===== src/rtl/simon_param_core_if.sv =====
// Host-side bus of simon_param_core.
//   data_in    : load digit (D bits), host -> core
//   data_rdy   : command, 00 idle / 01 key digit / 10 plaintext digit / 11 start
//   debug_port : 1 selects the round-key digit onto data_out
//   data_out   : ciphertext digit (or key digit in debug), core -> host
//   valid      : data_out carries a ciphertext digit this cycle
//   busy       : engine is running rounds or unloading
// master = host side, slave = core side.
interface simon_param_core_if #(
   parameter int unsigned D = 1
);
   logic [D-1:0] data_in;
   logic [1:0]   data_rdy;
   logic         debug_port;
   logic [D-1:0] data_out;
   logic         valid;
   logic         busy;

   modport master (
      output data_in, data_rdy, debug_port,
      input  data_out, valid, busy
   );

   modport slave (
      input  data_in, data_rdy, debug_port,
      output data_out, valid, busy
   );
endinterface


===== src/rtl/simon_param_core.sv =====
// Parametrised Simon block-cipher engine, one round per cycle on full-width registers.
// Key and plaintext are loaded MSB-first through a D-bit digit-serial port; the ciphertext
// is unloaded the same way. The master key is kept so several blocks can share one key load.
//   clk   : clock, rising edge
//   reset : synchronous, active-high; clears all state
//   bus   : simon_param_core_if slave modport (data_in, data_rdy, debug_port,
//           data_out, valid, busy)
module simon_param_core #(
   parameter int unsigned N = 64,
   parameter int unsigned M = 2,
   parameter int unsigned T = 68,
   parameter logic [61:0] Z = 62'b10101111011100000011010010011000101000010001111110010110110011,
   parameter int unsigned D = 1
) (
   input logic                clk,
   input logic                reset,
   simon_param_core_if.slave  bus
);

   localparam int unsigned KW  = M * N;
   localparam int unsigned BW  = 2 * N;
   localparam int unsigned ND  = BW / D;
   localparam int unsigned RcW = (T > 1) ? $clog2(T) : 1;
   localparam int unsigned OcW = (ND > 1) ? $clog2(ND) : 1;

   localparam logic [RcW-1:0] RcLast = RcW'(T - 1);
   localparam logic [OcW-1:0] OcLast = OcW'(ND - 1);
   localparam logic [N-1:0]   KConst = N'(3);

   localparam logic [1:0] StIdle = 2'd0;
   localparam logic [1:0] StRun  = 2'd1;
   localparam logic [1:0] StOut  = 2'd2;

   // Illegal configurations are flagged at elaboration.
   if ((D == 0) || ((N % D) != 0) || (M < 2) || (M > 4) || (T == 0)) begin : g_param_err
      $error("simon_param_core: illegal parameters (D must divide N, M in 2..4, T > 0)");
   end

   function automatic logic [N-1:0] rol(input logic [N-1:0] v, input int unsigned s);
      return (v << s) | (v >> (N - s));
   endfunction

   function automatic logic [N-1:0] ror(input logic [N-1:0] v, input int unsigned s);
      return (v >> s) | (v << (N - s));
   endfunction

   logic [1:0]     state_q, state_d;
   logic [KW-1:0]  mkey_q, mkey_d;
   logic [KW-1:0]  wkey_q, wkey_d;   // {k(M-1), ..., k1, k0}, k0 in the low word
   logic [N-1:0]   x_q, x_d;
   logic [N-1:0]   y_q, y_d;
   logic [BW-1:0]  oreg_q, oreg_d;
   logic [61:0]    zreg_q, zreg_d;
   logic [RcW-1:0] rc_q, rc_d;
   logic [OcW-1:0] oc_q, oc_d;

   logic [N-1:0]   k0;
   logic [N-1:0]   x_rnd;
   logic [N-1:0]   ktmp;
   logic [N-1:0]   knew;
   logic [BW-1:0]  xy;

   // Round function and key expansion.
   always_comb begin
      k0    = wkey_q[N-1:0];
      x_rnd = y_q ^ (rol(x_q, 1) & rol(x_q, 8)) ^ rol(x_q, 2) ^ k0;
      ktmp  = ror(wkey_q[KW-1 -: N], 3);
      if (M == 4) begin
         ktmp = ktmp ^ wkey_q[2*N-1 : N];
      end
      ktmp = ktmp ^ ror(ktmp, 1);
      // ~k0 ^ 3 is the Simon round constant c = 2^N - 4 folded into k0.
      knew = ~k0 ^ ktmp ^ {{(N-1){1'b0}}, zreg_q[61]} ^ KConst;
   end

   always_comb begin
      state_d = state_q;
      mkey_d  = mkey_q;
      wkey_d  = wkey_q;
      x_d     = x_q;
      y_d     = y_q;
      oreg_d  = oreg_q;
      zreg_d  = zreg_q;
      rc_d    = rc_q;
      oc_d    = oc_q;
      xy      = {x_q, y_q};

      unique case (state_q)
         StIdle: begin
            // Host commands are honoured only here, so busy locks them all out.
            case (bus.data_rdy)
               2'b01: mkey_d = {mkey_q[KW-D-1:0], bus.data_in};
               2'b10: {x_d, y_d} = {xy[BW-D-1:0], bus.data_in};
               2'b11: begin
                  state_d = StRun;
                  wkey_d  = mkey_q;
                  zreg_d  = Z;
                  rc_d    = '0;
               end
               default: ;
            endcase
         end
         StRun: begin
            x_d    = x_rnd;
            y_d    = x_q;
            wkey_d = {knew, wkey_q[KW-1:N]};
            zreg_d = {zreg_q[60:0], zreg_q[61]};
            rc_d   = rc_q + 1'b1;
            if (rc_q == RcLast) begin
               state_d = StOut;
               oreg_d  = {x_rnd, x_q};
               oc_d    = '0;
            end
         end
         StOut: begin
            // Zeros shift in, so oreg is empty (data_out = 0) once unloading ends.
            oreg_d = {oreg_q[BW-D-1:0], {D{1'b0}}};
            oc_d   = oc_q + 1'b1;
            if (oc_q == OcLast) begin
               state_d = StIdle;
            end
         end
         default: state_d = StIdle;
      endcase
   end

   always_ff @(posedge clk) begin
      if (reset) begin
         state_q <= StIdle;
         mkey_q  <= '0;
         wkey_q  <= '0;
         x_q     <= '0;
         y_q     <= '0;
         oreg_q  <= '0;
         zreg_q  <= Z;
         rc_q    <= '0;
         oc_q    <= '0;
      end else begin
         state_q <= state_d;
         mkey_q  <= mkey_d;
         wkey_q  <= wkey_d;
         x_q     <= x_d;
         y_q     <= y_d;
         oreg_q  <= oreg_d;
         zreg_q  <= zreg_d;
         rc_q    <= rc_d;
         oc_q    <= oc_d;
      end
   end

   // Debug mux is the only combinational path to data_out.
   assign bus.data_out = bus.debug_port ? wkey_q[N-1 -: D] : oreg_q[BW-1 -: D];
   assign bus.valid    = (state_q == StOut);
   assign bus.busy     = (state_q != StIdle);

endmodule


===== src/flat_wrapper.sv =====
// flat-port wrapper written by rule: the top's interface ports become plain ports
module simon_param_core_flat 
#(
   parameter int unsigned N = 64,
   parameter int unsigned M = 2,
   parameter int unsigned T = 68,
   parameter logic [61:0] Z = 62'b10101111011100000011010010011000101000010001111110010110110011,
   parameter int unsigned D = 1
)
  (clk, reset, bus_data_in, bus_data_rdy, bus_debug_port, bus_data_out, bus_valid, bus_busy);
  simon_param_core_if #(.D(D)) bus_i ();
  input logic clk;
  input logic reset;
  input wire logic [$bits(bus_i.data_in)-1:0] bus_data_in;
  input wire logic [$bits(bus_i.data_rdy)-1:0] bus_data_rdy;
  input wire logic [$bits(bus_i.debug_port)-1:0] bus_debug_port;
  output wire logic [$bits(bus_i.data_out)-1:0] bus_data_out;
  output wire logic [$bits(bus_i.valid)-1:0] bus_valid;
  output wire logic [$bits(bus_i.busy)-1:0] bus_busy;
  assign bus_i.data_in = bus_data_in;
  assign bus_i.data_rdy = bus_data_rdy;
  assign bus_i.debug_port = bus_debug_port;
  assign bus_data_out = bus_i.data_out;
  assign bus_valid = bus_i.valid;
  assign bus_busy = bus_i.busy;
  simon_param_core #(.N(N), .M(M), .T(T), .Z(Z), .D(D)) u_core (.clk(clk), .reset(reset), .bus(bus_i));
endmodule

===== config.mk =====
export PLATFORM = sky130hd
export DESIGN_NAME = simon_param_core_flat
export DESIGN_NICKNAME = d
export VERILOG_FILES = /design/src/rtl/simon_param_core_if.sv /design/src/rtl/simon_param_core.sv /design/src/flat_wrapper.sv
export SDC_FILE = /design/constraint.sdc
export NUM_CORES = 1
export LEC_CHECK = 0
export ABC_AREA = 1
export BUFFER_PORTS_ARGS = -buffer_cell sky130_fd_sc_hd__buf_2
export CAP_MARGIN = 5
export CELL_PAD_IN_SITES_DETAIL_PLACEMENT = 2
export CELL_PAD_IN_SITES_GLOBAL_PLACEMENT = 2
export CORE_MARGIN = 2
export CORE_UTILIZATION = 32
export DETAILED_ROUTE_END_ITERATION = 8
export PLACE_DENSITY = 0.81
export SETUP_SLACK_MARGIN = 0.15
export SYNTH_ARGS = -nofsm -noshare
export SYNTH_HDL_FRONTEND = slang
export SYNTH_SLANG_ARGS = --single-unit

===== constraint.sdc =====
create_clock -name clk -period 1.7 [get_ports clk]
set_clock_uncertainty 0.15 [all_clocks]
set_input_delay 0.17 -clock clk [delete_from_list [all_inputs] [get_ports clk]]
set_output_delay 0.17 -clock clk [all_outputs]
set_load 0.1 [all_outputs]

# [Yosys cells after proc, flatten, opt, wreduce, memory -nomap -nowiden]
# Index checks and enable logic that the tools add are counted.
[totals] register_bits=590 wordCells=64 output_inout_bits=3 input_bits=6
[classes] n_addsub=2 reduce_logical=9 muxes=19 n_bitwise=14 n_eq_ne=11
[ops] op="128-bit case mux with 2 select lines" n=2
[ops] op="64-bit bitwise XOR" n=5
[ops] op="128-bit 2-to-1 mux" n=2
[ops] op="64-bit case mux with 2 select lines" n=2
[ops] op="64-bit 2-to-1 mux" n=2
[ops] op="62-bit case mux with 2 select lines" n=1
[ops] op="64-bit AND" n=1
[ops] op="64-bit inverter" n=1
[ops] op="61-bit by 64-bit OR with 64-bit output" n=1
[ops] op="63-bit by 64-bit OR with 64-bit output" n=1
[ops] op="64-bit by 1-bit OR with 64-bit output" n=1
[ops] op="64-bit by 2-bit OR with 64-bit output" n=1
[ops] op="64-bit by 8-bit OR with 64-bit output" n=1
[ops] op="64-bit by 1-bit bitwise XOR with 64-bit output" n=1
[ops] op="62-bit 2-to-1 mux" n=1
[ops] op="7-bit case mux with 2 select lines" n=2
[ops] op="7-bit by 1-bit adder with 7-bit output (second input constant)" n=2
[ops] op="7-bit equality test (second input constant)" n=2
[ops] op="7-bit 2-to-1 mux" n=2
[ops] op="2-bit AND reduction" n=4
[ops] op="2-bit equality test (second input constant)" n=3
[ops] op="2-bit 2-to-1 mux" n=3
[ops] op="2-bit case mux with 3 select lines" n=1
[ops] op="2-bit nonzero test" n=3
[ops] op="other kinds (7)" n=10

# [Longest topological paths before layout]
# Gate-level depths: netlist of the first run.
[logic_depth] depth_word=7 depth_mapped=11 depth_no_buf=9

# [Worst setup path after synthesis of the first run]
# No wires, ideal clock.
[synth_timing] path_kind="reg2out" from="register u_core.wkey_q[63]" to="output bus_data_out" n_path_buf=0 stages_incl_launch_ff=3 required_time_ps=1380 setup_slack_ps=-531 t_arrival_ps=1911 path_cell_list="dfxtp_1 inv_1 a21oi_1"
[synth_via] elab_chain_cells=1
[synth_lines] element="start: declaration" line_no="simon_param_core.sv:49" rtl="logic [KW-1:0] wkey_q, wkey_d;"
[synth_lines] element="start signal: assignment" line_no="simon_param_core.sv:141" rtl="wkey_q <= wkey_d;"
[synth_lines] element="1-bit 2-to-1 mux" line_no="simon_param_core.sv:152" rtl="assign bus.data_out = bus.debug_port ? wkey_q[N-1 -: D] : oreg_q[BW-1 -: D];"
[synth_lines] element="end: declaration" line_no="flat_wrapper.sv:17" rtl="output wire logic [$bits(bus_i.data_out)-1:0] bus_data_out;"
# Every way passes these cells.

# [Final worst setup path of the first run]
[layout_timing] from="register u_core.x_q[21]" to="register u_core.oreg_q[86]"
[layout_via] elab_chain_cells=7
[layout_lines] element="start: declaration" line_no="simon_param_core.sv:50" rtl="logic [N-1:0] x_q, x_d;"
[layout_lines] element="start signal: assignment" line_no="simon_param_core.sv:132" rtl="x_q <= '0;"
[layout_lines] element="start signal: assignment" line_no="simon_param_core.sv:142" rtl="x_q <= x_d;"
[layout_lines] element="64-bit by 1-bit OR with 64-bit output" line_no="simon_param_core.sv:40" rtl="return (v << s) | (v >> (N - s));"
[layout_lines] element="64-bit AND" line_no="simon_param_core.sv:66" rtl="x_rnd = y_q ^ (rol(x_q, 1) & rol(x_q, 8)) ^ rol(x_q, 2) ^ k0;"
[layout_lines] element="64-bit bitwise XOR (3 in a row)" line_no="simon_param_core.sv:66"
[layout_lines] element="128-bit 2-to-1 mux" line_no="simon_param_core.sv:109" rtl="if (rc_q == RcLast) begin"
[layout_lines] element="128-bit case mux with 2 select lines" line_no="simon_param_core.sv:88" rtl="unique case (state_q)"
[layout_lines] element="end signal: assignment" line_no="simon_param_core.sv:144" rtl="oreg_q <= oreg_d;"
[layout_lines] element="end: declaration" line_no="simon_param_core.sv:52" rtl="logic [BW-1:0] oreg_q, oreg_d;"
# Every way passes these cells. The select of a mux whose other input is x is not followed.
# A chain may end at the register's enable or synchronous reset.

==> qor.csv, run 1 <==
metric;value;unit
outcome;finished, violations left;
violations;negative setup slack;
final_area;39400;µm²
hpwl;76800;µm
yosys.cell_types.count;30;
slowest_stage;dfxtp_1;
syn_area_per_cell;6.38;µm²
slew_headroom;59.4;%
clkSinkCount;590;
pwr_density_cell;1090;nW/µm²
async_flop_share;0;%
r2r_cells;9;
yosysSeqAreaShare;39.1;%
endpoint_kind;register;
yosysWarnings;0;
syn_to_final_growth;30.4;%
placed_cell_area;32800;µm²
drc;0;
critical_path_peak_fanout;9;
crit_chain;nand2_1, nand2_1, nand2_1, nand2_1, nand2_1, nand2_1, nand3_2, nand2_2, inv_1;
root_buffer;clkbuf_16;
reg2reg_from;u_core.x_q[21];
p_leak;16.9;nW
syn_area;30200;µm²
place_congestion;0.776;
synth_common_cells;nand2_1, dfxtp_1, o21ai_0;
grt_max_degree;74;
clkSlewWorstSetupHoldPaths;0.08;ns
yosysMostFrequentCell;nand2_1;
rsz0062_at_grt;true;
place_ws;-0.214;ns
rows;112;
cts_buffers;71;
netlist.area_leader.share;39.1;%
cp-start-kind;register;
grt_pass1_vias;40599;
synth-edff-count;0;
via_per_inst;6.28;
fin_util;42.1;%
critPathRequiredTime;2.17;ns
hp-class;primary input to register;
postRouteWirelength;204000;µm
hold_viol_final;0;
antenna_found_initial;7;
netlist_instances;4731;
drt_iter0_drc;3717;
grt_pass1_wl;258000;µm
peakVddDrop;1620;µV
crit_end;u_core.oreg_q[86];
worst_slack;-0.684;ns
critPathLaunch;u_core.x_q[21];
core-area;93500;µm²
num_vias;38353;
timing.final.crit_share;140;%
cp_slowest_stage_delay;0.69;ns
cap_violations;0;
boundaryPins;9;
finalMaxSlewViolations;0;
finalPower;42.9;mW
synth_fp_nets;4739;
clk_latency;0.72;ns
reg2reg_setup_slack;-0.68;ns
rr_endpoint;u_core.oreg_q[86];
cp_common_cell;nand2_1;
cts_max_path_buffers;3;
htreeDepth;3;
fmax;420;MHz
grt_overflow;0;
period_needed;2.38;ns
finalSetupViolCount;593;
avgRoutedWirePerCell;33.4;µm
detail-route-antenna-nets;0;
dieWidth;311;µm
ys_seq_elements;590;
first_pass_iters;8;
drive_above_1_share;17.2;%
cp.arrival;2.85;ns
yosys-top-cells-area;dfxtp_1, nand2_1, o21ai_0;
port_buffers;8;
nets;4797;
cts_tree;done;
yosysTopAreaCell;dfxtp_1;
fp.dieH;311;µm
globalRouteTotalUtil;34.1;%
synth_flop_cell;dfxtp_1;
tightest_slew;0.602;ns
dieArea;96800;µm²
criticalPathCategory;register to register;
start_util;32.3;%
## kinds of logic after synthesis
family	Yosys count	share of synthesized area, %
buf+inv	762	10.2
xor+xnor	121	3.51
simple gates	2326	31.3
compound gates	930	15.8
flops	590	39.1
fa+ha+maj	2	0.0829
## area by class of cell
type                       count  area [µm²]
timing repair buffer         382        5240
fill                       10733       54100
clock inverter                22         249
timing repair inverter         2        22.5
clock buffer                 106        2080
inverter                     363        1450
antenna                        6        15.0
sequential                   590       11800
tap                         1254        1570
multi-input combinational   3379       16900
## power breakdown
group | leakage [nW] | internal, mW | switching, mW
Clock | 1.14 | 9.13 | 7.80
Sequential | 4.83 | 14.7 | 1.53
Combinational | 10.9 | 3.03 | 6.65
Total | 16.9 | 26.9 | 16.0
## layout by cell type, fill, tap and decap left out, types with 92 or more instances in the layout
cell and instances:
nand3_1 299, o21ai_0 412, nand3_2 94, nor2_1 201
nor3_1 95, clkbuf_16 92, nand2_1 1487, inv_1 340
dfxtp_1 582, o21ai_1 100, a21oi_1 270, buf_4 201
## metrics by stage
step	TNS [ns]	hold WS (ns)	cells
after floorplan	0	0.182	4731
after global placement	-20.98	0.292	5843
after detailed placement	-37.15	0.307	5843
after CTS	-53.98	0.0785	6038
after global routing	-180.61	0.171	6098
final	-163.01	0.152	6104
## metal layers
metal	track usage, %	wire length [µm]	vias to the layer above	part of all wire, %
met4	20.9	18300	8	9.0
met1	38.3	73300	19245	36
met5	0	48	-	0.024
met3	6.10	17400	1191	8.5
met2	59.8	95100	2629	47
li1	-	-	15280	-
## critical path: cells and delay by family (launching register included)
family	cells	cell delay, ns
buffers and inverters	1	0.08
DFF	1	0.69
and+or+nand+nor	8	1.36
## registers in the layout, summed over array words and instances (netlist names)
signal          count
u_core.x_q         64
u_core.wkey_q     128
u_core.y_q         64
u_core.oreg_q     128
u_core.oc_q         7
u_core.zreg_q      62
u_core.rc_q         7
u_core.mkey_q     128
u_core.state_q      2
## worst min-delay path by stage
stage / startpoint / end / slack (ns) / depth (start not counted)
6_report: bus_data_rdy[1] / u_core.y_q[0] / 0.15 / 5
5_1_grt: bus_data_rdy[1] / u_core.y_q[1] / 0.17 / 6
2_1_floorplan: bus_data_in / u_core.y_q[0] / 0.18 / 2
4_1_cts: bus_data_rdy[1] / u_core.y_q[1] / 0.08 / 5
3_3_place_gp: u_core.zreg_q[40] / u_core.zreg_q[40] / 0.29 / 2
3_5_place_dp: u_core.zreg_q[27] / u_core.zreg_q[27] / 0.31 / 2
## timing repair
action,CTS,global route
endpoints found under the setup margin,593,593
pin swaps,49,46
gates cloned,32,24
endpoints found under the hold margin,261,0
resized for setup,231,299
setup buffers,33,37
hold buffers,2,0
Note: power is estimated with default switching activity, not from simulation.
==> run 2, diff against run 1 <==
--- a/config.mk
+++ b/config.mk
@@ -11,9 +11,10 @@
 export CELL_PAD_IN_SITES_DETAIL_PLACEMENT = 2
 export CELL_PAD_IN_SITES_GLOBAL_PLACEMENT = 2
 export CORE_MARGIN = 2
-export CORE_UTILIZATION = 32
+export CORE_UTILIZATION = 34
+export CTS_CLUSTER_SIZE = 24
 export DETAILED_ROUTE_END_ITERATION = 8
-export PLACE_DENSITY = 0.81
+export PLACE_DENSITY = 0.82
 export SETUP_SLACK_MARGIN = 0.15
 export SYNTH_ARGS = -nofsm -noshare
 export SYNTH_HDL_FRONTEND = slang
==> constraint.sdc (replaced) <==
create_clock -name clk -period 2.4 [get_ports clk]
set_clock_uncertainty 0.15 [all_clocks]
set_input_delay 0.24 -clock clk [delete_from_list [all_inputs] [get_ports clk]]
set_output_delay 0.24 -clock clk [all_outputs]
set_load 0.1 [all_outputs]
==> run 2 against run 1 <==
Final cell count down 6.4%. Hold slack worse by 0.080 ns. The flow now finishes without violations. Non-clock buffer count down 292. Clock power down 30%. Design area down 14%. Critical endpoint is now bus_valid. Flip-flop and latch count unchanged. Core utilization down 3.8 points.
==> qor.csv, run 2 (same netlist as run 1, synthesis figures left out) <==
metric;value;unit;change
num-fill-cells;10498;;-2.2%
dieArea;91200;µm²;-5.8%
fin_tns_setup;0;ns;+163.01 ns
avgRoutedWirePerCell;19.4;µm;-42%
criticalPathCategory;register to primary output;;
reg_top3;u_core.mkey_q: 128 flops, u_core.oreg_q: 128 flops, u_core.wkey_q: 128 flops;;
cp_top_family;buffers and inverters;;
slew_headroom;36.9;%;-23 points
globalRouteTotalUtil;24.2;%;-9.9 points
r2r_cells;9;;unchanged
endpoint_kind;primary output;;
rr_endpoint;u_core.oreg_q[44];;
place_congestion;0.765;;-1.5%
syn_to_final_growth;12.0;%;
finalMaxSlewViolations;0;;unchanged
drc;0;;unchanged
detail-route-antenna-nets;0;;unchanged
multi_input_area;15400;µm²;-9.1%
grt_pass1_vias;33756;;-17%
hpwl;70100;µm;-8.6%
timing.final.crit_share;91.6;%;
peakVddDrop;551;µV;-66%
cts_max_path_buffers;3;;unchanged
holdWs;0.0718;ns;-0.0800 ns
root_buffer;clkbuf_16;;
pwr_density_cell;816;nW/µm²;-25%
clkSlewWorstSetupHoldPaths;0.07;ns;about the same
grt_overflow;0;;unchanged
clk_latency;0.62;ns;-0.10 ns
cp_slowest_stage_delay;0.39;ns;-0.30 ns
rows;109;;-2.7%
hp-start;bus_data_rdy[0];;
cts_buffers;72;;+1.4%
fp.dieH;302;µm;-2.9%
fmax;455;MHz;
num_vias;30603;;-20%
grt_use_met3;2.71;%;-3.4 points
reg2reg_setup_slack;0.29;ns;+0.97 ns
dieWidth;302;µm;-2.9%
layout_commonest_cell;nand2_1;;
cp.arrival;1.81;ns;-1.04 ns
gr-usage-met2;43.9;%;-16 points
finalSetupViolCount;0;;-100%
slowest_stage;dfxtp_2;;
worst-path-buf-inv;4;;+3
antenna_found_initial;2;;-5
rsz0062_at_grt;true;;
met1_usage;29.8;%;-8.6 points
placed_cells;5573;;-4.6%
crit_chain;inv_2, nor2_4, buf_12, buf_8, buf_12;;
worstHoldEndpoint;u_core.wkey_q[111];;
cts_tree;done;;
htreeDepth;3;;unchanged
p_leak;14.0;nW;-17%
most-common-layout-cells;nand2_1, dfxtp_1, o21ai_0;;
first_pass_iters;7;;-1
drt_iter0_drc;1461;;-61%
postRouteWirelength;111000;µm;-46%
outcome;finished, final reports clean;;
hp-class;primary input to register;;
cp-start-kind;register;;
top_usage_layer;met2;;
final-seq-area;11800;µm²;-0.13%
drive_above_1_share;5.01;%;-12 points
period_needed;2.20;ns;
tightest_slew;0.946;ns;+0.344 ns
port_buffers;8;;unchanged
grt_max_degree;166;;+120%
critPathRequiredTime;2.01;ns;-0.16 ns
fin_cells;5716;;-6.4%
clkSinkCount;590;;unchanged
reg2reg_from;u_core.rc_q[0];;
via_per_inst;5.35;;-15%
start_util;34.2;%;+1.9 points
nets;4504;;-6.1%
cp_common_cell;buf_12;;
grt_pass1_wl;180000;µm;-30%
core-area;88200;µm²;-5.6%
boundaryPins;9;;unchanged
cap_violations;0;;unchanged
hold_depth;5;;unchanged
critical_path_peak_fanout;19;;+10
hold_viol_final;0;;unchanged
==> run 2: report_power, final <==
group	internal, mW	switching [mW]	leakage, nW
registers	10.4	1.03	4.83
clock network	7.29	4.65	1.26
logic	1.40	2.76	7.94
==> run 2: how the worst max path moves through the flow <==
| stage | startpoint | to | slack (ns) | depth (start not counted) |
|---|---|---|---|---|
| detailed placement | u_core.rc_q[0] | u_core.state_q[1] | 0.21 | 7 |
| CTS | u_core.state_q[1] | bus_valid | 0.11 | 5 |
| floorplan | u_core.state_q[1] | u_core.oc_q[6] | 0.51 | 6 |
| global placement | u_core.rc_q[0] | u_core.state_q[1] | 0.15 | 7 |
| finish | u_core.state_q[1] | bus_valid | 0.20 | 5 |
| global route | u_core.state_q[1] | bus_valid | 0.14 | 5 |
==> run 2: worst register-to-register path, cell delays in order (launching register included) <==
cell and delay [ns]:
dfxtp_1 0.43, ha_4 0.22, nand2_1 0.08, nor2_1 0.12
buf_4 0.15, nand3_4 0.14, nand2_2 0.21, buf_12 0.22
nand2_1 0.11, a21oi_1 0.18
==> run 2: area by class of cell <==
cell class	count	area share (%)
inverter	363	4.10
sequential	590	34.9
clock inverter	31	1.32
timing repair buffer	90	3.70
multi-input combinational	3379	45.5
tap	1165	4.31
clock buffer	97	6.18
antenna	1	0.00740
==> run 2: per-stage QoR <==
| step | utilization (%) | total power, mW | setup slack [ns] | cell area, µm² |
|---|---|---|---|---|
| after detailed placement | 35.2 | 15.7 | 0.211 | 31000 |
| after CTS | 38.2 | 27.8 | 0.114 | 33700 |
| final | 38.3 | 27.6 | 0.200 | 33800 |
| after floorplan | - | 14.3 | 0.506 | 30200 |
| after global routing | 38.3 | 28.9 | 0.142 | 33800 |
| after global placement | 35.2 | 15.5 | 0.153 | 31000 |
==> run 2: layer usage <==
metal	up-vias	wire length [µm]
li1	14668	-
met3	178	3230
met4	0	2710
met1	15371	49000
met5	-	0
met2	386	55900
==> run 2: what timing repair did <==
action | in CTS | in global routing
pin swaps | 1 | 2
hold buffers | 4 | 0
setup buffers | 3 | 4
hold endpoints to repair | 6 | 0
gates cloned | 2 | 1
gates resized for setup | 5 | 6
endpoints found under the setup margin | 7 | 165
